==> src/rtl/matriz_pkg.sv <==
// matriz_pkg: shared 5x7 matrix geometry and scan FSM state encoding.
// Used by the attack manager, the map builder and the LED matrix scanner.
package matriz_pkg;
    localparam int NUM_COLS = 5;
    localparam int NUM_ROWS = 7;
    typedef enum logic [1:0] {OFF, BLANK, DRIVE} estado_t;
endpackage

==> src/rtl/varredura_matriz_leds_if.sv <==
// varredura_matriz_leds_if: bundle between the attack manager and the LED scanner.
// Ports: enable, matriz0..4 (column words), coordColuna/coordLinha (cursor) flow
// master->slave; colunas (active-low one-cold), linhas (rows), frame_tick flow back.
interface varredura_matriz_leds_if;
    logic       enable;
    logic [6:0] matriz0, matriz1, matriz2, matriz3, matriz4;
    logic [2:0] coordColuna, coordLinha;
    logic [4:0] colunas;
    logic [6:0] linhas;
    logic       frame_tick;
    modport master (
        output enable, matriz0, matriz1, matriz2, matriz3, matriz4, coordColuna, coordLinha,
        input  colunas, linhas, frame_tick
    );
    modport slave (
        input  enable, matriz0, matriz1, matriz2, matriz3, matriz4, coordColuna, coordLinha,
        output colunas, linhas, frame_tick
    );
endinterface

==> src/rtl/contador_modulo.sv <==
// contador_modulo: modulo-N counter with count enable, sync clear and terminal-count pulse.
// Ports: clock, reset (async, active-high), en, clr, cnt (current value),
// tc (high in the cycle the counter is enabled at N-1 and wraps to 0).
module contador_modulo #(
    parameter int N = 4,
    parameter int W = 2
) (
    input  logic         clock,
    input  logic         reset,
    input  logic         en,
    input  logic         clr,
    output logic [W-1:0] cnt,
    output logic         tc
);
    logic [W-1:0] cnt_q, cnt_d;
    assign tc  = en && !clr && cnt_q == W'(N - 1);
    assign cnt = cnt_q;
    always_comb cnt_d = clr ? '0 : !en ? cnt_q : tc ? '0 : cnt_q + W'(1);
    always_ff @(posedge clock or posedge reset)
        if (reset) cnt_q <= '0;
        else       cnt_q <= cnt_d;
endmodule

==> src/rtl/varredura_matriz_leds.sv <==
// varredura_matriz_leds: time-multiplexed 5x7 LED matrix column scan with blanking
// gap, per-frame snapshot of the image and a blinking cursor overlay.
// Ports: clock, reset (async, active-high), bus (slave side of varredura_matriz_leds_if):
// enable, matriz0..4, coordColuna, coordLinha in; colunas, linhas, frame_tick out (registered).
module varredura_matriz_leds
    import matriz_pkg::*;
#(
    parameter int DIV_SCAN     = 5000,
    parameter int BLANK_CYC    = 500,
    parameter int BLINK_FRAMES = 50
) (
    input logic                    clock,
    input logic                    reset,
    varredura_matriz_leds_if.slave bus
);
    localparam int SW = $clog2(DIV_SCAN);
    localparam int FW = $clog2(BLINK_FRAMES + 1);
    estado_t state_q, state_d;
    logic [SW-1:0] slot;
    logic [2:0] col;
    logic [FW-1:0] frame;
    logic slot_tc, col_tc, run, load;
    logic [NUM_COLS-1:0][NUM_ROWS-1:0] snap_q, snap_d;
    logic [2:0] cc_q, cc_d, cl_q, cl_d;
    logic blink_q, blink_d;
    logic [NUM_ROWS-1:0] hit, pix;
    logic [NUM_COLS-1:0] colunas_q, colunas_d;
    logic [NUM_ROWS-1:0] linhas_q, linhas_d;
    logic frame_tick_q, frame_tick_d;

    // Counters run only while scanning with enable held; any pause restarts from column 0.
    assign run = state_q != OFF && bus.enable;

    contador_modulo #(.N(DIV_SCAN), .W(SW)) u_slot (
        .clock(clock), .reset(reset), .en(run), .clr(!run), .cnt(slot), .tc(slot_tc)
    );
    contador_modulo #(.N(NUM_COLS), .W(3)) u_col (
        .clock(clock), .reset(reset), .en(slot_tc), .clr(!run), .cnt(col), .tc(col_tc)
    );
    contador_modulo #(.N(BLINK_FRAMES), .W(FW)) u_frame (
        .clock(clock), .reset(reset), .en(col_tc), .clr(!run), .cnt(frame), .tc()
    );

    always_comb begin
        state_d = !bus.enable ? OFF :
                  state_q == OFF ? BLANK :
                  (state_q == BLANK && slot == SW'(BLANK_CYC - 1)) ? DRIVE :
                  slot_tc ? BLANK : state_q;
        // Snapshot on scan start and on frame wrap only, so mid-frame updates never tear.
        load    = bus.enable && (state_q == OFF || col_tc);
        snap_d  = load ? {bus.matriz4, bus.matriz3, bus.matriz2, bus.matriz1, bus.matriz0} : snap_q;
        cc_d    = load ? bus.coordColuna : cc_q;
        cl_d    = load ? bus.coordLinha : cl_q;
        blink_d = !run ? 1'b0 : (col_tc && frame == FW'(BLINK_FRAMES - 1)) ? ~blink_q : blink_q;
        // Out-of-range coordinates give no overlay rather than aliasing onto another pixel.
        hit     = (cc_q < 3'(NUM_COLS) && cl_q < 3'(NUM_ROWS) && cc_q == col) ? 7'd1 << cl_q : '0;
        pix     = snap_q[col] ^ (hit & {NUM_ROWS{blink_q}});
        colunas_d    = state_q == DRIVE ? ~(5'd1 << col) : '1;
        linhas_d     = state_q == DRIVE ? pix : '0;
        frame_tick_d = col_tc;
    end

    always_ff @(posedge clock or posedge reset)
        if (reset) begin
            state_q      <= OFF;
            snap_q       <= '0;
            cc_q         <= '0;
            cl_q         <= '0;
            blink_q      <= 1'b0;
            colunas_q    <= '1;
            linhas_q     <= '0;
            frame_tick_q <= 1'b0;
        end else begin
            state_q      <= state_d;
            snap_q       <= snap_d;
            cc_q         <= cc_d;
            cl_q         <= cl_d;
            blink_q      <= blink_d;
            colunas_q    <= colunas_d;
            linhas_q     <= linhas_d;
            frame_tick_q <= frame_tick_d;
        end

    assign bus.colunas    = colunas_q;
    assign bus.linhas     = linhas_q;
    assign bus.frame_tick = frame_tick_q;
endmodule

==> src/flat_wrapper.sv <==
// flat-port wrapper written by rule: the top's interface ports become plain ports
module varredura_matriz_leds_flat import matriz_pkg::*;
#(
    parameter int DIV_SCAN     = 5000,
    parameter int BLANK_CYC    = 500,
    parameter int BLINK_FRAMES = 50
)
  (clock, reset, bus_enable, bus_matriz0, bus_matriz1, bus_matriz2, bus_matriz3, bus_matriz4, bus_coordColuna, bus_coordLinha, bus_colunas, bus_linhas, bus_frame_tick);
  varredura_matriz_leds_if bus_i ();
  input logic clock;
  input logic reset;
  input wire logic [$bits(bus_i.enable)-1:0] bus_enable;
  input wire logic [$bits(bus_i.matriz0)-1:0] bus_matriz0;
  input wire logic [$bits(bus_i.matriz1)-1:0] bus_matriz1;
  input wire logic [$bits(bus_i.matriz2)-1:0] bus_matriz2;
  input wire logic [$bits(bus_i.matriz3)-1:0] bus_matriz3;
  input wire logic [$bits(bus_i.matriz4)-1:0] bus_matriz4;
  input wire logic [$bits(bus_i.coordColuna)-1:0] bus_coordColuna;
  input wire logic [$bits(bus_i.coordLinha)-1:0] bus_coordLinha;
  output wire logic [$bits(bus_i.colunas)-1:0] bus_colunas;
  output wire logic [$bits(bus_i.linhas)-1:0] bus_linhas;
  output wire logic [$bits(bus_i.frame_tick)-1:0] bus_frame_tick;
  assign bus_i.enable = bus_enable;
  assign bus_i.matriz0 = bus_matriz0;
  assign bus_i.matriz1 = bus_matriz1;
  assign bus_i.matriz2 = bus_matriz2;
  assign bus_i.matriz3 = bus_matriz3;
  assign bus_i.matriz4 = bus_matriz4;
  assign bus_i.coordColuna = bus_coordColuna;
  assign bus_i.coordLinha = bus_coordLinha;
  assign bus_colunas = bus_i.colunas;
  assign bus_linhas = bus_i.linhas;
  assign bus_frame_tick = bus_i.frame_tick;
  varredura_matriz_leds #(.DIV_SCAN(DIV_SCAN), .BLANK_CYC(BLANK_CYC), .BLINK_FRAMES(BLINK_FRAMES)) u_core (.clock(clock), .reset(reset), .bus(bus_i));
endmodule
==> config.mk <==
export PLATFORM = sky130hd
export DESIGN_NAME = varredura_matriz_leds_flat
export DESIGN_NICKNAME = d
export VERILOG_FILES = /design/src/rtl/matriz_pkg.sv /design/src/rtl/varredura_matriz_leds_if.sv /design/src/rtl/contador_modulo.sv /design/src/rtl/varredura_matriz_leds.sv /design/src/flat_wrapper.sv
export SDC_FILE = /design/constraint.sdc
export NUM_CORES = 1
export LEC_CHECK = 0
export ABC_AREA = 0
export CORE_UTILIZATION = 50
export DETAILED_ROUTE_END_ITERATION = 7
export PLACE_DENSITY = 0.81
export SETUP_SLACK_MARGIN = 0.02
export SLEW_MARGIN = 20
export SYNTH_ARGS = -nofsm -noshare
export SYNTH_HDL_FRONTEND = slang
export SYNTH_SLANG_ARGS = --single-unit
==> constraint.sdc <==
create_clock -name clock -period 2.95 [get_ports clock]
set_clock_uncertainty 0.15 [all_clocks]
set_input_delay 0.4425 -clock clock [delete_from_list [all_inputs] [get_ports clock]]
set_output_delay 0.4425 -clock clock [all_outputs]
set_load 0.02 [all_outputs]
Word level (Yosys, flattened, before mapping)
Cells that the tools add are included.
Storage, ports and cells
  register bits after elaboration: 79
  input bits: 44
  word-level logic and storage cells: 71
Cells by class
  add/subtract/negate cells: 3
  magnitude comparators: 3
  equality and inequality tests: 11
  shifts and indexed selects: 2
  mux-type cells: 19
  bitwise operators: 4
  reductions and logical operators: 14
Operators by type and width (count)
  $mux W13: 2
  $bmux W7 S3: 1
  $mux W7: 3
  $mux W6: 3
  $add A13 B1 Y13 const B: 1
  $eq A13 B13 Y1 const B: 1
  $eq A13 B9 Y1 const B: 1
  $logic_and A1 B1 Y1: 11
  $mux W3: 3
  $mux W2: 4
  $and A7 B7 Y7: 1
  $shl A1 B3 Y7 const A: 1
  $xor A7 B7 Y7: 1
  $add A6 B1 Y6 const B: 1
  $eq A6 B6 Y1 const B: 1
  $lt A3 B3 Y1 const B: 2
  $mux W5: 1
  $not A5 Y5: 1
  $shl A1 B3 Y5 const A: 1
  $lt A3 B4 Y1 const B: 1
  $ne A2 B1 Y1 const B: 2
  $ne A4 B1 Y1 const B: 1
  $add A3 B1 Y3 const B: 1
  $eq A3 B3 Y1: 1
  other kinds (9): 10

Depth between registers and ports, before layout
  word-level depth: 10
  depth in mapped cells: 10
  depth with buffers taken out: 7

By module
A second synthesis with hierarchy kept.
Second synthesis, totals
  cells, all modules: 354
  area, all modules: 3988.8 µm²
By module, submodules not included
  varredura_matriz_leds: instances 1, cells an instance 204, area an instance 2616.3 µm²
  contador_modulo (u_core.u_slot): instances 1, cells an instance 89, area an instance 808.3 µm²
  contador_modulo (u_core.u_frame): instances 1, cells an instance 43, area an instance 386.6 µm²
  contador_modulo (u_core.u_col): instances 1, cells an instance 18, area an instance 177.7 µm²

Worst setup path before layout
OpenSTA, ideal clock, no wires.
  path kind: flip-flop to flip-flop
  from: register u_core.u_col.cnt_q[1] (netlist: u_core.u_col.cnt[1])
  to: register u_core.cc_q[0]
  data arrival time: 2.272 ns
  required time: 2.675 ns
  path slack: 0.403 ns
  stages on the path, launching flop included: 11
  buffers on the path: 3
  clock period less this slack: 2.547 ns
  cells stage by stage: dfrtp_1 > clkbuf_1 > clkbuf_1 > inv_1 > ha_1 > and2_1 > nand4_1 > o21ai_1 > nand2_1 > buf_2 > mux2_2
On the way
  longest elaborated chain between the ends: 4
Ends and longest elaborated chain
  from (decl): line contador_modulo.sv:15  | logic [W-1:0] cnt_q, cnt_d;
  from (signal assigned): line contador_modulo.sv:21  | else cnt_q <= cnt_d;
  $eq A3 B3 Y1: line contador_modulo.sv:16  | assign tc = en && !clr && cnt_q == W'(N - 1);
  $logic_and A1 B1 Y1: line contador_modulo.sv:16
  $logic_or A1 B1 Y1: line varredura_matriz_leds.sv:50  | load = bus.enable && (state_q == OFF || col_tc);
  $logic_and A1 B1 Y1: line varredura_matriz_leds.sv:50
  to (signal assigned): line varredura_matriz_leds.sv:67  | cc_q <= '0;
  to (signal assigned): line varredura_matriz_leds.sv:76  | cc_q <= cc_d;
  to (decl): line varredura_matriz_leds.sv:24  | logic [2:0] cc_q, cc_d, cl_q, cl_d;
Every way passes these cells.
A chain may end at the register's enable or synchronous reset.

Final worst setup path
  from: register u_core.u_col.cnt_q[0] (netlist: u_core.u_col.cnt[0])
  to: register u_core.cl_q[0]
On the way
  longest elaborated chain between the ends: 4
Ends and longest elaborated chain
  $eq A3 B3 Y1: line contador_modulo.sv:16
  $logic_and A1 B1 Y1: line contador_modulo.sv:16
  $logic_or A1 B1 Y1: line varredura_matriz_leds.sv:50
  $logic_and A1 B1 Y1: line varredura_matriz_leds.sv:50
  to (signal assigned): line varredura_matriz_leds.sv:77  | cl_q <= cl_d;
  to (decl): line varredura_matriz_leds.sv:24
Every way passes these cells.

==> impl_metrics.tcl <==
set metrics [dict create \
    synthesis.area_per_instance_um2 11.7 \
    cts_hold_buffers 0 \
    most-common-layout-cells "dfrtp_1 (74), clkdlybuf4s50_1 (56), mux2_1 (36), nor2_1 (34)" \
    top_level_ports 57 \
    grt_max_degree 80 \
    synth_area_mm2 0.00378 \
    worst_ep_arrival_time_ns 2.50 \
    status "finished clean" \
    synthDominantAreaCellType "dfrtp_1" \
    worstSetupStartpoint "u_core.u_col.cnt[0]" \
    postCtsSetupRepairBufs 0 \
    cts_clk_pin_slew_worst_paths_ns 0.08 \
    drt_wl_total_mm 6.94 \
    net_count_of_the_mapped_netlist 374 \
    synthDominantCellAreaShare_pct 49.0 \
    cts_tree "yes" \
    critical_path.slowest_cell "buf_4" \
    final_count_of_negative_setup_slack_endpoints 0 \
    vias_per_cell 5.28 \
    power.share.switching_pct 24.7 \
    ys.warnings.count 0 \
    rrSetupSlack_ns 0.53 \
    tightest_slew_ns 0.546 \
    total_switching_power_mw 0.538 \
    seq_power_share_pct 56.4 \
    power.static_leakage_nw 1.86 \
    synth.top_cells.by_area "dfrtp_1 (49%), mux2_1 (11%), mux2i_1 (4.0%), dfstp_2 (3.5%), nor2_1 (3.4%)" \
    maxSlewHeadroom_pct 63.6 \
    fin_nets 431 \
    layout.core_utilization_pct 63.3 \
    first_global_vias 2470 \
    setup.worst_path.class "register to register" \
    detail_route.first_pass.iterations 4 \
    setup.worst_path.end "u_core.cl_q[0]" \
    latest_clock_arrival_within_the_worst_skew_pair_ns 0.35 \
    area.sequential_mm2 0.00198 \
    synthDistinctLibCells 43 \
    endpoint_kind "register" \
    maximum_level_of_the_cts_h_tree 3 \
    clock_tree.root_cell "clkbuf_8" \
    first_iter_violations 149 \
    rr_endpoint "u_core.cl_q[0]" \
    setup-tns-final_ns 0 \
    report.power.total_mw 2.18 \
    horizontal_extent_of_the_die_um 88.9 \
    path_common_cell "buf_4" \
    cp.required_ns 3.03 \
    drv.max_cap_violation_count 0 \
    synth_enable_flop_cells 0 \
    crit_path_max_fanout 41 \
    weighted_congestion_at_the_end_of_routability_driven_global_placement 0.786 \
    ant_nets 0 \
    grt_pass1_wl_mm 11.5 \
    crit_chain "inv_1, ha_1, and2_1, nand4_1, buf_4, o21ai_1, nand2_2, buf_4, mux2_2" \
    dp_hpwl_mm 4.88 \
    layout.cells.most_common "dfrtp_1" \
    min_period_ns 2.42 \
    p_int_mw 1.64 \
    gr-usage-all-layers_pct 19.3 \
    ir_drop_mv 0.315 \
    cts_num_sinks 79 \
    io_buffer_count 56 \
    footprint_of_the_multi_input_gates_mm2 0.00168 \
    n_antenna_cell 0 \
    max_stage_delay_ns 0.45 \
    setup_repair_after_global_routing_missed_its_margin "false" \
    drive_above_1_share_pct 10.9 \
    grt-ovfl-total 0 \
    synth_ff_type "dfrtp_1" \
    netlist_instances 322 \
    layout-area-overhead-vs-synth_pct 22.2 \
    cts_buffer_depth 2 \
    die_area_mm2 0.00791 \
    hold_class "register to register" \
    powerDensity_mw_per_mm2 471 \
    reg2reg_from "u_core.u_col.cnt[0]" \
    worst_reg2reg_path_depth 9 \
    sort_of_element_at_the_start_of_the_critical_path "register" \
    numCtsBuffers 9 \
    achievable-frequency_mhz 414 \
    comb_power_share_pct 11.2 \
    ys_async_sr_fraction_pct 100 \
    rows 31 \
    final-hold-violation-count 0 \
    finalCritPeriodShare_pct 82.0 \
    initial_core_util_pct 51.8 \
    timing_max_transition_violations_final 0 \
    core_area_mm2 0.00729 \
    power.clock.fraction_pct 32.4 \
    die_h_um 88.9 \
    routed_wire_length_per_instance_um 14.4 \
    ctsResizeCount 0 \
    synth_seq_cells 79 \
    total_number_of_vias 2548 \
    grt_antenna_before_repair 0 \
    fillerInstances 599 \
    route.detailed.drc 0 \
    yosysSeqAreaShare_pct 52.5 \
]
area by class of cell:
type,instances,share of cell area [%]
inverter,9,0.732
tap,99,2.68
clock inverter,5,0.732
sequential,79,43.0
clock buffer,11,3.06
timing repair buffer,63,13.6
multi-input combinational,217,36.3
logic make-up (layout without fill, tap and decap cells):
family | Yosys count | in the layout | synth area share [%]
AND/OR/NAND/NOR | 91 | 91 | 12.3
flip-flops | 79 | 79 | 52.5
multiplexers | 57 | 57 | 16.8
AO/OA/AOI/OAI | 41 | 41 | 7.92
buffers and inverters | 26 | 88 | 3.21
XOR/XNOR | 20 | 20 | 4.64
adder cells (fa/ha/maj) | 8 | 8 | 2.65
per-stage QoR:
step / hold slack, ns / cell area (um^2) / setup slack, ns / cells
final: 0.313 / 4620 / 0.532 / 483
after global routing: 0.328 / 4620 / 0.355 / 483
after CTS: 0.319 / 4620 / 0.531 / 483
after detailed placement: 0.309 / 4440 / 0.550 / 467
after global placement: 0.295 / 4440 / 0.649 / 467
after floorplan: 0.283 / 3780 / 0.342 / 322
synth_stat cells, drive strengths merged (4+ instances only):
cell / instances
o21ai: 16
xnor2: 6
nand4: 5
dfrtp: 74
a21oi: 4
nand2b: 6
a211oi: 5
ha: 8
nor2: 34
nand2: 16
mux2: 41
clkbuf: 8
buf: 9
inv: 9
xor2: 14
o22ai: 4
mux2i: 15
dfstp: 5
nand3: 9
worst min-delay path by stage:
stage,from,to,slack [ns],depth (start not counted)
final,u_core.u_slot.cnt[0],u_core.u_slot.cnt[0],0.31,1
after detailed placement,u_core.u_slot.cnt[0],u_core.u_slot.cnt[0],0.31,1
after floorplan,u_core.u_slot.cnt[0],u_core.u_slot.cnt[0],0.28,1
after global placement,u_core.u_slot.cnt[0],u_core.u_slot.cnt[0],0.29,1
after global routing,u_core.u_slot.cnt[0],u_core.u_slot.cnt[0],0.33,1
after CTS,u_core.u_slot.cnt[0],u_core.u_slot.cnt[0],0.32,1
flip-flops by register name, summed over array words and instances (netlist names):
name	flops
u_core.blink_q	1
u_core.bus.colunas	5
u_core.bus.frame_tick	1
u_core.bus.linhas	7
u_core.cc_q	3
u_core.cl_q	3
u_core.snap_q	35
u_core.state_q	2
u_core.u_col.cnt	3
u_core.u_frame.cnt	6
u_core.u_slot.cnt	13
per-layer routing:
| layer | vias to the layer above | global-route usage [%] | share of wire (%) |
|---|---|---|---|
| met3 | 7 | 6.19 | 4.1 |
| met5 | - | 0 | 0 |
| met2 | 59 | 29.9 | 48 |
| met1 | 1236 | 26.3 | 47 |
| met4 | 0 | 5.43 | 0.94 |
| li1 | 1246 | - | - |
worst max-delay path, delay by kind of cell (launching register included):
kind / cells / cell delay [ns]
buffers and inverters: 3 / 0.67
and+or+nand+nor: 3 / 0.40
muxes: 1 / 0.40
DFF: 1 / 0.35
adders and majority gates: 1 / 0.22
AOI/OAI and AO/OA: 1 / 0.08
power by group through the flow:
stage,clock [mW],sequential [mW],combinational [mW]
global placement,0,1.24,0.238
detailed placement,0,1.25,0.247
CTS,0.722,1.23,0.248
finish,0.704,1.23,0.244
floorplan,0,1.23,0.157
global route,0.768,1.24,0.272
No activity file was read; power rests on OpenSTA's default activity.
